## src/rtl/fifo_ctrl.sv

```systemverilog
// FIFO pointer/occupancy controller for an external register file with a combinational read port.
// Optional sticky error flags (overflow/underflow) are added when FIFO_CTRL_ERR_FLAGS_EN is defined.
module fifo_ctrl #(
  parameter int addr_width = 5
) (
  input  logic                  clk,
  input  logic                  rst_n,
  input  logic                  wr,
  input  logic                  rd,
  output logic                  w_en,
  output logic [addr_width-1:0] w_addr,
  output logic [addr_width-1:0] r_addr,
  output logic                  full,
  output logic                  empty,
  output logic [addr_width:0]   count
`ifdef FIFO_CTRL_ERR_FLAGS_EN
  ,
  output logic                  overflow,
  output logic                  underflow
`endif
);

  localparam logic [addr_width:0] L_DEPTH = (addr_width+1)'(2**addr_width);

  logic [addr_width-1:0] r_wptr;
  logic [addr_width-1:0] r_rptr;
  logic [addr_width:0]   r_cnt;
  logic                  r_full;
  logic                  r_empty;

  logic                  w_wa;
  logic                  w_ra;
  logic [addr_width:0]   w_cnt_next;

  // A write while full is still taken when a pop frees the slot in the same cycle.
  assign w_wa = wr & (~r_full | rd);
  assign w_ra = rd & ~r_empty;

  always_comb begin
    w_cnt_next = r_cnt;
    case ({w_wa, w_ra})
      2'b10:   w_cnt_next = r_cnt + (addr_width+1)'(1);
      2'b01:   w_cnt_next = r_cnt - (addr_width+1)'(1);
      default: w_cnt_next = r_cnt;
    endcase
  end

  // Flags come from the next count so they line up with the updated pointers.
  always_ff @(posedge clk) begin
    if (!rst_n) begin
      r_wptr  <= '0;
      r_rptr  <= '0;
      r_cnt   <= '0;
      r_full  <= 1'b0;
      r_empty <= 1'b1;
    end else begin
      if (w_wa) r_wptr <= r_wptr + addr_width'(1);
      if (w_ra) r_rptr <= r_rptr + addr_width'(1);
      r_cnt   <= w_cnt_next;
      r_full  <= (w_cnt_next == L_DEPTH);
      r_empty <= (w_cnt_next == '0);
    end
  end

  assign w_en   = w_wa & rst_n;
  assign w_addr = r_wptr;
  assign r_addr = r_rptr;
  assign count  = r_cnt;
  assign full   = r_full;
  assign empty  = r_empty;

`ifdef FIFO_CTRL_ERR_FLAGS_EN
  logic r_overflow;
  logic r_underflow;

  always_ff @(posedge clk) begin
    if (!rst_n) begin
      r_overflow  <= 1'b0;
      r_underflow <= 1'b0;
    end else begin
      if (wr & r_full & ~rd) r_overflow  <= 1'b1;
      if (rd & r_empty)      r_underflow <= 1'b1;
    end
  end

  assign overflow  = r_overflow;
  assign underflow = r_underflow;
`endif

endmodule

```

## config.mk

```make
export PLATFORM = sky130hd
export DESIGN_NAME = fifo_ctrl
export DESIGN_NICKNAME = d
export VERILOG_FILES = /design/src/rtl/fifo_ctrl.sv
export SDC_FILE = /design/constraint.sdc
export NUM_CORES = 1
export LEC_CHECK = 0
export BUFFER_PORTS_ARGS = -buffer_cell sky130_fd_sc_hd__buf_2
export CORE_MARGIN = 1.5
export CORE_UTILIZATION = 30
export DETAILED_ROUTE_END_ITERATION = 7
export GPL_ROUTABILITY_DRIVEN = 0
export GPL_TIMING_DRIVEN = 0
export HOLD_SLACK_MARGIN = 0.02
export PLACE_DENSITY = 0.5
export SLEW_MARGIN = 20
export SYNTH_ARGS = -nofsm -noshare
export SYNTH_HDL_FRONTEND = slang
export SYNTH_SLANG_ARGS = --single-unit
```

## constraint.sdc

```tcl
create_clock -name clk -period 2.3 [get_ports clk]
set_input_delay 0.115 -clock clk [delete_from_list [all_inputs] [get_ports clk]]
set_output_delay 0.115 -clock clk [all_outputs]
set_load 0.005 [all_outputs]
```

After elaboration in Yosys (flattened, before gate mapping) --
Index checks and enable logic that the tools add are counted. Widths: inputs -> output; s select.
Cells by class: add/subtract/negate cells 4, reduce and logical (&&, ||, !) cells 1, mux-type cells 1, bitwise gates (word level) 6, eq/ne operators 3
Operators with widths (number):
- $pmux 6 s2 | 1
- $add 5x1->5 const B | 2
- $add 6x1->6 const B | 1
- $eq 6x6->1 const B | 1
- $logic_not 6->1 | 1
- $sub 6x1->6 const B | 1
- $and 1x1->1 | 3
- $eq 2x1->1 const B | 1
- $eq 2x2->1 const B | 1
- $not 1->1 | 2
- $or 1x1->1 | 1
Storage, ports and cells: bits in registers 18, input bits 4, logic and storage cells 20

Longest topological paths before layout --
depth in word-level cells 6, gate-level depth with buffers 10, mapped depth without buffers 10

Least setup slack after synthesis --
No wires, ideal clock.
path kind flip-flop to flip-flop, start point reg r_empty, in the netlist empty, end point reg r_full, in the netlist full, path buffers 1, path slack 181 ps, arrival time 2046 ps, required time 2227 ps, period minus slack after synthesis 2119 ps, stages on the path, launching flop included 11, cell sequence dfxtp_1 -> or3b_1 -> buf_6 -> xnor2_1 -> ha_1 -> a21oi_1 -> xnor2_1 -> xor2_1 -> a32o_1 -> nand3_1 -> nor3b_2
On the way: longest elaborated chain between the ends 5
RTL lines:
- start, declared | RTL line 29 | logic r_empty;
- start signal, assigned | RTL line 61 | r_empty <= (w_cnt_next == '0);
- $not 1->1 (*) | RTL line 37 | assign w_ra = rd & ~r_empty;
- $and 1x1->1 (*) | RTL line 37
- $eq 2x1->1 or $eq 2x2->1 (tied branches) | RTL line 41 | case ({w_wa, w_ra})
- $pmux 6 s2 (*) | RTL line 41
- $eq 6x6->1 (*) | RTL line 60 | r_full <= (w_cnt_next == L_DEPTH);
- end signal, assigned | RTL line 60
- end, declared | RTL line 28 | logic r_full;
Mark *: on every way between the ends. The rest lies on a longest branch, timed or not. A chain may end at the register's enable or synchronous reset.

Worst setup path after layout --
Ends and elaborated chain as after synthesis.

==> reports/results.tsv <==
metric	value	unit
critical_path.cell_chain	or3b_1 -> buf_6 -> xnor2_4 -> ha_4 -> a21oi_4 -> o41ai_2 -> a31oi_1 -> a41oi_2 -> nand3_2 -> nor3b_2	
post_synthesis_to_final_layout_area_growth	34.0	%
grt_overflow	0	
grt_setup_unrepaired	true	
power.ir.vdd_worst	0.302	mV
place_hpwl	1630	um
critical-path-max-stage-delay	0.38	ns
detailed_route_wire_length_per_cell	12.1	um
post-synth-top-area-fraction	36.5	%
grt_start_max_net_pins	11	
final-max-slew-violation-count	0	
final_layout_size_suffix_gt1_share	34.7	%
antennaDiodeCount	0	
path_max_fanout	5	
holdWs	0.277	ns
port_buffers	22	
synth-seq-area-share	36.5	%
detailed_router_iteration_count_before_antenna_repair	4	
multi_input_area	678	um2
final_period_utilization	93.5	%
dominantRegCellSynth	sky130_fd_sc_hd__dfxtp_1	
setup.worst_path.end_class	flop	
timing.rr.end	full	
timing.reg2reg.setup_slack	0.15	ns
hold_depth	4	
netlist_top_cells_area	sky130_fd_sc_hd__dfxtp_1 (37%), sky130_fd_sc_hd__xor2_1 (7.1%), sky130_fd_sc_hd__nor2_1 (6.8%)	
maxCapViolations	0	
path_class	reg2reg	
postSynthRegisterBits	18	
clk-insertion-delay-late	0.29	ns
via_count	892	
number_of_violations_reported_at_the_end_of_detailed_routing_iteration_0	31	
status	finished clean	
relSlewSlack	55.9	%
fp.coreArea	3080	um2
detail-route-antenna-nets	0	
nNetsFinal	153	
postLayoutCellArea	1320	um2
final-seq-area	362	um2
holdCritPathClass	in2reg	
wl_final	2280	um
setup_total_negative_slack	0	ns
synth_enable_flop_cells	0	
reg2reg_from	empty	
cts_inserted_buffers	3	
root_buffer	sky130_fd_sc_hd__clkbuf_4	
ios	23	
category_of_the_worst_setup_path_launch_point	flop	
first_global_vias	891	
full_die_area	3640	um2
grt_pass1_wl	4040	um
chipHeight	60.4	um
worst_ep_required_time	2.53	ns
final.setup_skew	0.00516	ns
netlist_area	987	um2
async_flop_share	0	%
cts.path.max_buffers	2	
cpMaxStageDelayCell	sky130_fd_sc_hd__or3b_1	
postSynthCellCount	114	
synth_fp_nets	122	
power_density	762	nW/um2
worst_hold_startpoint	wr	
synth_cell_types	37	
finalCriticalPeriod	2.15	ns
fp_rows	20	
worstPathArrival	2.38	ns
cts_tree	built	
cts.sink_count	18	
synth_area_per_cell	8.66	um2
max_freq	465	MHz
n_fill_cell	334	
number_of_setup_violations_in_the_final_report	0	
dominant_cell_type_by_area_after_synthesis	sky130_fd_sc_hd__dfxtp_1	
antenna_found_initial	0	
max_slew.worst_pin.slew	0.660	ns
placedInstanceArea	1150	um2
start_util	32.1	%
finalHoldViolations	0	
grt_util_all_layers	14.8	%
drt_drc_violations_left	0	
r2r_cells	10	
cts.reportedPaths.clkPinSlew	0.11	ns
hold_end	w_addr[1]	
total_leakage_power	0.570	nW
htreeDepth	1	
synth.yosys.warnings	0	
drt-vias-per-instance	4.74	
chipWidth	60.4	um
layer usage:
metal	vias up	track usage, %	wire length (um)
met5	-	0	0
met4	0	6.98	29
met3	4	1.92	84
met2	20	23.0	1030
met1	412	20.2	1140
li1	456	-	-
kinds of logic after synthesis:
logic type | Yosys count | synth area share (%)
buf+inv | 10 | 4.56
flops | 18 | 36.5
fa+ha+maj | 4 | 5.07
compound gates | 19 | 12.7
simple gates | 45 | 23.4
xor+xnor | 14 | 13.2
mux | 4 | 4.56
what timing repair did:
| action | CTS | global route |
|---|---|---|
| pin swaps | 1 | 1 |
| hold endpoints to repair | 1 | 0 |
| endpoints found under the setup margin | 3 | 4 |
| hold buffers | 1 | 0 |
| resized for setup | 7 | 17 |
| buffers inserted | 1 | 2 |
state kept, by name, indices dropped and copies added (netlist names):
name / flops
count: 6
r_addr: 5
w_addr: 5
empty: 1
full: 1
synthesized netlist by cell type (all sizes together) (2+ instances only):
library cell / instances
inv: 3
a21oi: 5
nand3: 3
clkbuf: 5
nor3b: 3
xor2: 8
or3: 2
nand2: 5
xnor2: 6
ha: 4
nor2b: 2
mux2i: 3
nor2: 18
nand4: 4
and2: 3
dfxtp: 18
o21ai: 4
per-stage QoR:
stage               cells  util (%)  setup slack, ns  total power [W]
floorplan             114         -            0.181         0.000624
global placement      180      37.4           -0.109         0.000713
detailed placement    180      37.4           -0.171         0.000721
CTS                   186      40.0           0.0123         0.000947
global route          188      43.0          -0.0160          0.00109
finish                188      43.0            0.149          0.00101
power breakdown:
part	switching [W]	internal (W)	leakage, nW	total (W)
logic	0.000214	0.000204	0.403	0.000419
registers	0.0000434	0.000350	0.146	0.000394
clock network	0.0000985	0.0000964	0.0210	0.000195
total	0.000356	0.000651	0.570	0.00101
cells in the final DEF (no fill, tap or decap), types with 3 or more instances in the layout:
| cell type | synthesis | layout |
|---|---|---|
| sky130_fd_sc_hd__a21oi_1 | 5 | 3 |
| sky130_fd_sc_hd__and2_1 | 3 | 3 |
| sky130_fd_sc_hd__buf_2 | 0 | 23 |
| sky130_fd_sc_hd__buf_4 | 0 | 3 |
| sky130_fd_sc_hd__clkbuf_4 | 0 | 3 |
| sky130_fd_sc_hd__dfxtp_1 | 18 | 17 |
| sky130_fd_sc_hd__mux2i_1 | 3 | 3 |
| sky130_fd_sc_hd__nand2_1 | 5 | 5 |
| sky130_fd_sc_hd__nand4_1 | 4 | 4 |
| sky130_fd_sc_hd__nor2_1 | 18 | 18 |
| sky130_fd_sc_hd__o21ai_0 | 4 | 3 |
| sky130_fd_sc_hd__xnor2_1 | 5 | 3 |
| sky130_fd_sc_hd__xor2_1 | 8 | 8 |
critical path, delay by kind of cell, from the launching register on:
kind / cells / cell delay [ns]
AOI/OAI and AO/OA: 4 / 0.61
xor gates and xnor gates: 1 / 0.14
adders and majority gates: 1 / 0.19
buffers and inverters: 1 / 0.15
DFF: 1 / 0.35
and+or+nand+nor: 3 / 0.65
layout make-up:
class,instances,area share [%]
plain buffers,6,2.55
clock buffers,4,2.74
inverters,4,1.14
multi-input cells,86,51.3
flip-flops and latches,18,27.3
well taps,44,4.16
repair buffers,26,10.8
worst max-delay path by stage:
stage,endpoint,depth (start not counted),from
after floorplan,full,10,empty
after global placement,full,9,empty
after detailed placement,empty,9,empty
after CTS,empty,10,empty
after global routing,full,10,empty
final,full,10,empty
(Power assumes the default switching activity.)
